==> config.mk <==
export PLATFORM = sky130hd
export DESIGN_NAME = ram_bus_arbiter_flat
export DESIGN_NICKNAME = d
export VERILOG_FILES = /design/src/rtl/ram_bus_arbiter_if.sv /design/src/rtl/ram_bus_arbiter.sv /design/src/flat_wrapper.sv
export SDC_FILE = /design/constraint.sdc
export NUM_CORES = 1
export LEC_CHECK = 0
export CELL_PAD_IN_SITES_DETAIL_PLACEMENT = 2
export CELL_PAD_IN_SITES_GLOBAL_PLACEMENT = 2
export CORE_ASPECT_RATIO = 0.7
export CORE_MARGIN = 2
export CORE_UTILIZATION = 21
export CTS_CLUSTER_DIAMETER = 30
export DETAILED_ROUTE_END_ITERATION = 8
export PLACE_DENSITY_LB_ADDON = 0.1
export SYNTH_ARGS = -nofsm -noshare
export SYNTH_HDL_FRONTEND = slang
export SYNTH_SLANG_ARGS = --single-unit
==> constraint.sdc <==
create_clock -name clk -period 2.2 [get_ports clk]
set_input_delay 0.44 -clock clk [delete_from_list [all_inputs] [get_ports clk]]
set_output_delay 0.44 -clock clk [all_outputs]
set_load 0.01 [all_outputs]
==> src/rtl/ram_bus_arbiter_if.sv <==
// ============================================================================
// ram_bus_arbiter_if
// Bundles the CPU, loader and RAM-macro signals around the RAM arbiter.
// Rev 1.0
// ============================================================================
`default_nettype none

interface ram_bus_arbiter_if #(
  parameter int AW = 4,
  parameter int DW = 8
);
  logic          boot;

  logic          cpu_req;
  logic          cpu_we;
  logic [AW-1:0] cpu_addr;
  logic [DW-1:0] cpu_wdata;
  logic          cpu_gnt;
  logic          cpu_rvalid;
  logic [DW-1:0] cpu_rdata;

  logic          ld_req;
  logic          ld_we;
  logic [AW-1:0] ld_addr;
  logic [DW-1:0] ld_wdata;
  logic          ld_gnt;
  logic          ld_rvalid;
  logic [DW-1:0] ld_rdata;

  logic          ram_en;
  logic          ram_we;
  logic [AW-1:0] ram_addr;
  logic [DW-1:0] ram_wdata;
  logic [DW-1:0] ram_rdata;

  // Requesters and RAM macro: drive requests and read data, observe grants.
  modport master (
    output boot,
    output cpu_req, cpu_we, cpu_addr, cpu_wdata,
    input  cpu_gnt, cpu_rvalid, cpu_rdata,
    output ld_req, ld_we, ld_addr, ld_wdata,
    input  ld_gnt, ld_rvalid, ld_rdata,
    input  ram_en, ram_we, ram_addr, ram_wdata,
    output ram_rdata
  );

  // Arbiter view.
  modport slave (
    input  boot,
    input  cpu_req, cpu_we, cpu_addr, cpu_wdata,
    output cpu_gnt, cpu_rvalid, cpu_rdata,
    input  ld_req, ld_we, ld_addr, ld_wdata,
    output ld_gnt, ld_rvalid, ld_rdata,
    output ram_en, ram_we, ram_addr, ram_wdata,
    input  ram_rdata
  );
endinterface

`default_nettype wire

==> src/rtl/ram_bus_arbiter.sv <==
// ============================================================================
// ram_bus_arbiter
// Shares one single-port RAM between the CPU and the boot loader.
// Rev 1.0
// ============================================================================
`default_nettype none

module ram_bus_arbiter #(
  parameter int AW       = 4,
  parameter int DW       = 8,
  parameter int HOLD_MAX = 4
) (
  input  wire logic           clk,
  input  wire logic           rst,
  ram_bus_arbiter_if.slave    bus
);

  localparam int HCW = $clog2(HOLD_MAX + 1);
  localparam logic [HCW-1:0] c_HOLD_LAST = HCW'(HOLD_MAX - 1);
  localparam logic [HCW-1:0] c_HOLD_SAT  = HCW'(HOLD_MAX);

  typedef enum logic [1:0] {
    S_BOOT = 2'd0,
    S_RUN  = 2'd1,
    S_FAIR = 2'd2
  } state_t;

  state_t         r_state;
  logic [HCW-1:0] r_hold_cnt;
  logic           r_cpu_rvalid;
  logic           r_ld_rvalid;
  logic [DW-1:0]  r_cpu_rdata;
  logic [DW-1:0]  r_ld_rdata;

  logic           w_cpu_gnt;
  logic           w_ld_gnt;
  logic           w_to_fair;

  // Grant decode; nothing is granted while reset is held low.
  always_comb begin
    w_cpu_gnt = 1'b0;
    w_ld_gnt  = 1'b0;
    if (rst) begin
      case (r_state)
        S_BOOT: w_ld_gnt = bus.ld_req;
        S_RUN: begin
          w_cpu_gnt = bus.cpu_req;
          w_ld_gnt  = bus.ld_req & ~bus.cpu_req;
        end
        S_FAIR: begin
          w_ld_gnt  = bus.ld_req;
          w_cpu_gnt = bus.cpu_req & ~bus.ld_req;
        end
        default: begin
          w_cpu_gnt = 1'b0;
          w_ld_gnt  = 1'b0;
        end
      endcase
    end
  end

  assign w_to_fair = (r_state == S_RUN) & w_cpu_gnt & bus.ld_req &
                     (r_hold_cnt == c_HOLD_LAST);

  always_comb begin
    bus.cpu_gnt   = w_cpu_gnt;
    bus.ld_gnt    = w_ld_gnt;
    bus.ram_en    = w_cpu_gnt | w_ld_gnt;
    bus.ram_we    = 1'b0;
    bus.ram_addr  = '0;
    bus.ram_wdata = '0;
    if (w_cpu_gnt) begin
      bus.ram_we    = bus.cpu_we;
      bus.ram_addr  = bus.cpu_addr;
      bus.ram_wdata = bus.cpu_wdata;
    end else if (w_ld_gnt) begin
      bus.ram_we    = bus.ld_we;
      bus.ram_addr  = bus.ld_addr;
      bus.ram_wdata = bus.ld_wdata;
    end
  end

  // Read data passes straight through in the valid cycle and is held afterwards.
  assign bus.cpu_rvalid = r_cpu_rvalid;
  assign bus.ld_rvalid  = r_ld_rvalid;
  assign bus.cpu_rdata  = r_cpu_rvalid ? bus.ram_rdata : r_cpu_rdata;
  assign bus.ld_rdata   = r_ld_rvalid  ? bus.ram_rdata : r_ld_rdata;

  always_ff @(posedge clk) begin
    if (!rst) begin
      r_state      <= S_BOOT;
      r_hold_cnt   <= '0;
      r_cpu_rvalid <= 1'b0;
      r_ld_rvalid  <= 1'b0;
      r_cpu_rdata  <= '0;
      r_ld_rdata   <= '0;
    end else begin
      r_cpu_rvalid <= w_cpu_gnt & ~bus.cpu_we;
      r_ld_rvalid  <= w_ld_gnt & ~bus.ld_we;
      if (r_cpu_rvalid) r_cpu_rdata <= bus.ram_rdata;
      if (r_ld_rvalid)  r_ld_rdata  <= bus.ram_rdata;

      if (bus.boot) begin
        r_state <= S_BOOT;
      end else begin
        case (r_state)
          S_BOOT:  r_state <= S_RUN;
          S_RUN:   if (w_to_fair) r_state <= S_FAIR;
          S_FAIR:  r_state <= S_RUN;
          default: r_state <= S_BOOT;
        endcase
      end

      // Counts CPU wins over a waiting loader; any loader service or idle loader resets it.
      if (bus.boot || w_to_fair || w_ld_gnt || !bus.ld_req) begin
        r_hold_cnt <= '0;
      end else if (w_cpu_gnt && (r_hold_cnt != c_HOLD_SAT)) begin
        r_hold_cnt <= r_hold_cnt + HCW'(1);
      end
    end
  end

endmodule

`default_nettype wire

==> src/flat_wrapper.sv <==
// flat-port wrapper written by rule: the top's interface ports become plain ports
module ram_bus_arbiter_flat 
#(
  parameter int AW       = 4,
  parameter int DW       = 8,
  parameter int HOLD_MAX = 4
)
  (clk, rst, bus_boot, bus_cpu_req, bus_cpu_we, bus_cpu_addr, bus_cpu_wdata, bus_cpu_gnt, bus_cpu_rvalid, bus_cpu_rdata, bus_ld_req, bus_ld_we, bus_ld_addr, bus_ld_wdata, bus_ld_gnt, bus_ld_rvalid, bus_ld_rdata, bus_ram_en, bus_ram_we, bus_ram_addr, bus_ram_wdata, bus_ram_rdata);
  ram_bus_arbiter_if #(.AW(AW), .DW(DW)) bus_i ();
  input  wire logic clk;
  input  wire logic rst;
  input wire logic [$bits(bus_i.boot)-1:0] bus_boot;
  input wire logic [$bits(bus_i.cpu_req)-1:0] bus_cpu_req;
  input wire logic [$bits(bus_i.cpu_we)-1:0] bus_cpu_we;
  input wire logic [$bits(bus_i.cpu_addr)-1:0] bus_cpu_addr;
  input wire logic [$bits(bus_i.cpu_wdata)-1:0] bus_cpu_wdata;
  output wire logic [$bits(bus_i.cpu_gnt)-1:0] bus_cpu_gnt;
  output wire logic [$bits(bus_i.cpu_rvalid)-1:0] bus_cpu_rvalid;
  output wire logic [$bits(bus_i.cpu_rdata)-1:0] bus_cpu_rdata;
  input wire logic [$bits(bus_i.ld_req)-1:0] bus_ld_req;
  input wire logic [$bits(bus_i.ld_we)-1:0] bus_ld_we;
  input wire logic [$bits(bus_i.ld_addr)-1:0] bus_ld_addr;
  input wire logic [$bits(bus_i.ld_wdata)-1:0] bus_ld_wdata;
  output wire logic [$bits(bus_i.ld_gnt)-1:0] bus_ld_gnt;
  output wire logic [$bits(bus_i.ld_rvalid)-1:0] bus_ld_rvalid;
  output wire logic [$bits(bus_i.ld_rdata)-1:0] bus_ld_rdata;
  output wire logic [$bits(bus_i.ram_en)-1:0] bus_ram_en;
  output wire logic [$bits(bus_i.ram_we)-1:0] bus_ram_we;
  output wire logic [$bits(bus_i.ram_addr)-1:0] bus_ram_addr;
  output wire logic [$bits(bus_i.ram_wdata)-1:0] bus_ram_wdata;
  input wire logic [$bits(bus_i.ram_rdata)-1:0] bus_ram_rdata;
  assign bus_i.boot = bus_boot;
  assign bus_i.cpu_req = bus_cpu_req;
  assign bus_i.cpu_we = bus_cpu_we;
  assign bus_i.cpu_addr = bus_cpu_addr;
  assign bus_i.cpu_wdata = bus_cpu_wdata;
  assign bus_cpu_gnt = bus_i.cpu_gnt;
  assign bus_cpu_rvalid = bus_i.cpu_rvalid;
  assign bus_cpu_rdata = bus_i.cpu_rdata;
  assign bus_i.ld_req = bus_ld_req;
  assign bus_i.ld_we = bus_ld_we;
  assign bus_i.ld_addr = bus_ld_addr;
  assign bus_i.ld_wdata = bus_ld_wdata;
  assign bus_ld_gnt = bus_i.ld_gnt;
  assign bus_ld_rvalid = bus_i.ld_rvalid;
  assign bus_ld_rdata = bus_i.ld_rdata;
  assign bus_ram_en = bus_i.ram_en;
  assign bus_ram_we = bus_i.ram_we;
  assign bus_ram_addr = bus_i.ram_addr;
  assign bus_ram_wdata = bus_i.ram_wdata;
  assign bus_i.ram_rdata = bus_ram_rdata;
  ram_bus_arbiter #(.AW(AW), .DW(DW), .HOLD_MAX(HOLD_MAX)) u_core (.clk(clk), .rst(rst), .bus(bus_i));
endmodule
* Word level (Yosys, flattened, before mapping) *
Cells that the tools add are included.

word-level totals
  flip-flop bits (word level) = 23
  output and inout bits = 34
  logic and storage cells = 48
  input port bits = 39

operators by class
  reductions and logical operators = 9
  muxes and demuxes = 14
  bitwise gates (word level) = 13
  add/sub/neg operators = 1
  eq/ne operators = 5

operator list
  kind                                           count
  two-way mux 8 bit                              4
  two-way mux 4 bit                              2
  AND 1 bit                                      7
  OR reduction 2 bit                             3
  inverter 1 bit                                 5
  two-way mux 1 bit                              4
  case mux 1 bit (2 select lines)                2
  case mux 2 bit (2 select lines)                1
  adder 3 x 1 -> 3 bit, second input constant    1
  == test 3 x 2 -> 1 bit, second input constant  1
  logical OR 1 bit                               3
  != test 3 bit, second input constant           1
  == test 2 x 1 -> 1 bit, second input constant  1
  == test 2 bit, second input constant           1
  logical NOT 2 bit                              1
  two-way mux 2 bit                              1
  != test 2 x 1 -> 1 bit, second input constant  1
  logical AND 1 bit                              1
  logical NOT 1 bit                              1
  bitwise OR 1 bit                               1

* Depth between registers and ports, before layout *
  depth in word-level cells = 11
  mapped depth = 8
  depth with buffers taken out = 7

* Worst setup path after synthesis *
Ideal clock, no wire load.

  path type = register -> output
  from = reg u_core.r_state[0]
  to = out bus_ram_addr[0]
  data required time = 1.760 ns
  path slack = 0.222 ns
  arrival = 1.538 ns
  stages on the path, launching flop included = 9
  buffers on the path = 1
  cells stage by stage = dfxtp_1 -> inv_1 -> ha_1 -> nor2b_2 -> o21ai_4 -> inv_8 -> nor2_4 -> buf_6 -> a22o_1

between the ends
  cells in the longest elaborated chain, start to end = 6
  elaborated cells on any way between the ends = 10
  those cells by class = eq/ne (2); mux (6); reduce/logical (2)

RTL lines
  what                                                       RTL line                text
  start, declared                                            ram_bus_arbiter.sv:28   state_t r_state;
  start signal, assigned                                     ram_bus_arbiter.sv:91   r_state <= S_BOOT;
  start signal, assigned                                     ram_bus_arbiter.sv:104  r_state <= S_BOOT;
  start signal, assigned                                     ram_bus_arbiter.sv:107  S_BOOT: r_state <= S_RUN;
  == test 2 bit / logical NOT 2 bit (equally long branches)  ram_bus_arbiter.sv:44   case (r_state)
  OR reduction 2 bit (no line)                               -
  case mux 1 bit (2 select lines)                            ram_bus_arbiter.sv:44
  two-way mux 1 bit                                          ram_bus_arbiter.sv:43   if (rst) begin
  two-way mux 4 bit                                          ram_bus_arbiter.sv:76   end else if (w_ld_gnt) begin
  two-way mux 4 bit *                                        ram_bus_arbiter.sv:72   if (w_cpu_gnt) begin
  end, declared                                              flat_wrapper.sv:29      output wire logic [$bits(bus_i.ram_addr)-1:0] bus_ram_addr;

Mark *: on every way between the ends. The rest lies on a longest branch, timed or not.

* Final worst setup path *
  from = reg u_core.r_state[0]
  to = out bus_ram_wdata[6]

between the ends
  cells in the longest elaborated chain, start to end = 6
  elaborated cells on any way between the ends = 10
  those cells by class = eq/ne (2); mux (6); reduce/logical (2)

RTL lines
  what                                                       RTL line               text
  == test 2 bit / logical NOT 2 bit (equally long branches)  ram_bus_arbiter.sv:44
  OR reduction 2 bit (no line)                               -
  case mux 1 bit (2 select lines)                            ram_bus_arbiter.sv:44
  two-way mux 1 bit                                          ram_bus_arbiter.sv:43
  two-way mux 8 bit                                          ram_bus_arbiter.sv:76
  two-way mux 8 bit *                                        ram_bus_arbiter.sv:72
  end, declared                                              flat_wrapper.sv:30     output wire logic [$bits(bus_i.ram_wdata)-1:0] bus_ram_wdata;

Marks and branches as above.

==> impl_metrics.py <==
metrics = {
    "worst_setup_path": {
        "crit_slowest_cell": "dfxtp_4",
        "max_stage_delay_ps": 370,
        "r2r_slack_ps": 540,
        "worstPathMaxFanout": 7,
        "path_cells": "buf_12 -> ha_4 -> nor2b_4 -> o311ai_4 -> nor2_4 -> a22o_1 -> buf_2",
        "arrival_ps": 1890,
        "startpoint_type": "register",
        "path_class": "reg2out",
        "crit_required_ps": 1760,
        "worstSetupEndpointType": "output port",
    },
    "global_routing": {
        "grt_pass1_wl_um": 7620,
        "grt_max_degree": 18,
        "grt_pass1_vias": 1436,
        "grt_remaining_overflow": 0,
        "grt_usage": 0.148,
        "antenna_found_initial": 0,
    },
    "synthesis": {
        "synth_fp_nets": 167,
        "synth.avg_cell_area_um2": 10.5,
        "synth-seq-cells": 23,
        "ys_async_sr_fraction": 0,
        "synth_most_common_cell": "dfxtp_1",
        "synthTopCellsByCount": "dfxtp_1 (23), mux2_2 (16), and2_1 (15), a22o_1 (13), ha_1 (8)",
        "synth_cell_type_count": 32,
        "netlist_area_um2": 1260,
        "synth_edf_count": 0,
        "ys_seq_area_frac": 0.364,
        "ys.flop_type": "dfxtp_1",
        "syn_inst": 120,
        "yosys-top-cells-area": "dfxtp_1 (36%), mux2_2 (14%), a22o_1 (9.0%)",
        "yosys.area.top_type": "dfxtp_1",
        "synth_top_area_share": 0.364,
        "yosysWarnings": 0,
    },
    "pwr": {
        "peakVddDrop_uv": 232,
        "power_w": 0.000958,
        "switching_power_w": 0.000250,
        "combPwrFrac": 0.265,
        "p_int_w": 0.000709,
        "seq_power_share": 0.451,
        "pwr-share-clk": 0.283,
        "switching_share": 0.260,
        "p_per_area_nw_per_um2": 424,
        "p_leak_nw": 0.952,
    },
    "clock_tree": {
        "tritoncts": "built",
        "clk_pin_slew_ps": 90,
        "cts.sinks": 23,
        "cts_buffer_depth": 2,
        "htreeDepth": 1,
        "cts_buffers": 3,
        "clock_latency_ps": 260,
        "cts_root_buf": "clkbuf_8",
    },
    "timing": {
        "period_minus_slack_ps": 2330,
        "hold_violations": 0,
        "rsz0062_at_grt": "yes",
        "period_share": 1.06,
        "max-slew-margin-rel": 0.730,
        "worst_slew_pin_slew_ps": 403,
        "clock_skew_ps": 1.56,
        "max_freq_ghz": 0.429,
        "setup_ws_ps": -131,
        "slew_viol_final": 0,
        "setup_viol": 14,
    },
    "final_layout": {
        "drive_above_1_share": 0.366,
        "fillers": 647,
        "diodes": 0,
        "post-route-util": 0.393,
        "nets": 261,
        "syn2layout_area_growth_pct": 78.8,
        "fin_area_um2": 2260,
    },
    "place": {
        "gp_congestion": 0.905,
        "dp_slack_ps": -547,
        "port_buffers": 72,
        "dp_hpwl_um": 3980,
        "dpl-instance-area_um2": 2160,
    },
    "floorplanning": {
        "dieArea_um2": 6660,
        "die_w_um": 96.7,
        "coreArea_um2": 5760,
        "num_rows": 23,
        "die_h_um": 68.9,
        "io-pin-count": 73,
        "start_util": 0.220,
    },
    "drt": {
        "dr.first_iter.drc_count": 12,
        "wl_per_cell_um": 16.8,
        "firstDrtPassIters": 4,
        "drtAntennaViolNets": 0,
        "route.detailed.drc": 0,
        "routed_wl_um": 4850,
        "num_vias": 1268,
        "viasPerCell": 4.40,
    },
    "status": {
        "violations": "negative setup slack",
        "outcome": "finished with violations",
    },
    "worst_hold_path": {
        "hp-class": "reg2reg",
    },
    "job": {
        "drv_cap": 0,
    },
}
==> registers in the layout, summed over array words and instances (netlist names) <==
name / count
u_core.r_state: 2
u_core.bus.cpu_rvalid: 1
u_core.r_ld_rdata: 8
u_core.bus.ld_rvalid: 1
u_core.r_cpu_rdata: 8
u_core.r_hold_cnt: 3
==> cell type report <==
type / instances / area (µm²) / share of cell area
timing repair buffer: 93 / 833 / 0.369
inverter: 8 / 40.0 / 0.0177
tap: 75 / 93.8 / 0.0415
clock inverter: 1 / 5.00 / 0.00221
sequential: 23 / 469 / 0.208
multi-input combinational: 85 / 777 / 0.344
clock buffer: 3 / 41.3 / 0.0183
==> per-layer routing <==
| metal | up-vias | GRT usage | wire (µm) |
|---|---|---|---|
| li1 | 606 | - | - |
| met1 | 601 | 0.176 | 2100 |
| met2 | 59 | 0.273 | 2430 |
| met3 | 2 | 0.0433 | 297 |
| met4 | 0 | 0.0264 | 17 |
| met5 | - | 0 | 0 |
==> placed cells by master, fill, tap and decap left out, types with 2 or more instances in the layout <==
| cell type | Yosys | routed |
|---|---|---|
| buf_2 | 1 | 13 |
| nand3_1 | 2 | 2 |
| inv_1 | 7 | 4 |
| a22o_1 | 13 | 13 |
| nand2_1 | 4 | 3 |
| buf_4 | 0 | 17 |
| mux2_2 | 16 | 16 |
| nor2_1 | 5 | 5 |
| clkbuf_8 | 0 | 3 |
| ha_1 | 8 | 5 |
| dfxtp_4 | 0 | 2 |
| nor2_4 | 1 | 2 |
| nand2b_1 | 2 | 2 |
| ha_4 | 0 | 2 |
| clkdlybuf4s50_1 | 0 | 55 |
| buf_6 | 2 | 5 |
| inv_2 | 0 | 2 |
| dfxtp_1 | 23 | 20 |
| and2_1 | 15 | 15 |
| a21oi_1 | 2 | 2 |
==> final timing paths <==
check	startpoint	endpoint	cells past startpoint
hold reg to reg	u_core.r_hold_cnt[1]	u_core.r_hold_cnt[1]	2
setup reg to reg	u_core.r_state[0]	u_core.bus.ld_rvalid	8
setup / recovery	u_core.r_state[0]	bus_ram_wdata[6]	7
hold / removal	u_core.r_hold_cnt[1]	u_core.r_hold_cnt[1]	2
==> power groups by stage <==
stage	sequential (W)	clock [W]	combinational, W
6_report	0.000432	0.000272	0.000254
3_5_place_dp	0.000442	0	0.000244
5_1_grt	0.000434	0.000306	0.000273
2_1_floorplan	0.000438	0	0.0000883
3_3_place_gp	0.000441	0	0.000238
4_1_cts	0.000433	0.000288	0.000252
==> through the flow <==
stage / hold WS (ps) / TNS [ps] / std cells
after floorplan: 453 / 0 / 120
after global placement: 461 / -7110 / 277
after detailed placement: 504 / -7780 / 277
after CTS: 519 / -2040 / 286
after global routing: 550 / -2700 / 288
final: 513 / -1400 / 288
==> timing repair <==
item,CTS,global route
resized for setup,74,12
pin swaps,4,6
hold buffers,0,0
buffers inserted,5,2
gates cloned,0,1
endpoints found under the setup margin,24,16
==> cells by family after synthesis <==
group / after synthesis / share of synthesized area
simple gates: 36 / 0.180
flops: 23 / 0.364
compound gates: 22 / 0.161
mux: 17 / 0.150
buf+inv: 13 / 0.0574
fa+ha+maj: 8 / 0.0792
xor+xnor: 1 / 0.00693
==> critical path, delay by kind of cell (launching register included) <==
kind	cells	cell delay [ps]
fa+ha+maj	1	150
simple gates	2	250
flops	1	370
buf+inv	2	260
compound gates	2	590
(Power assumes the default switching activity.)
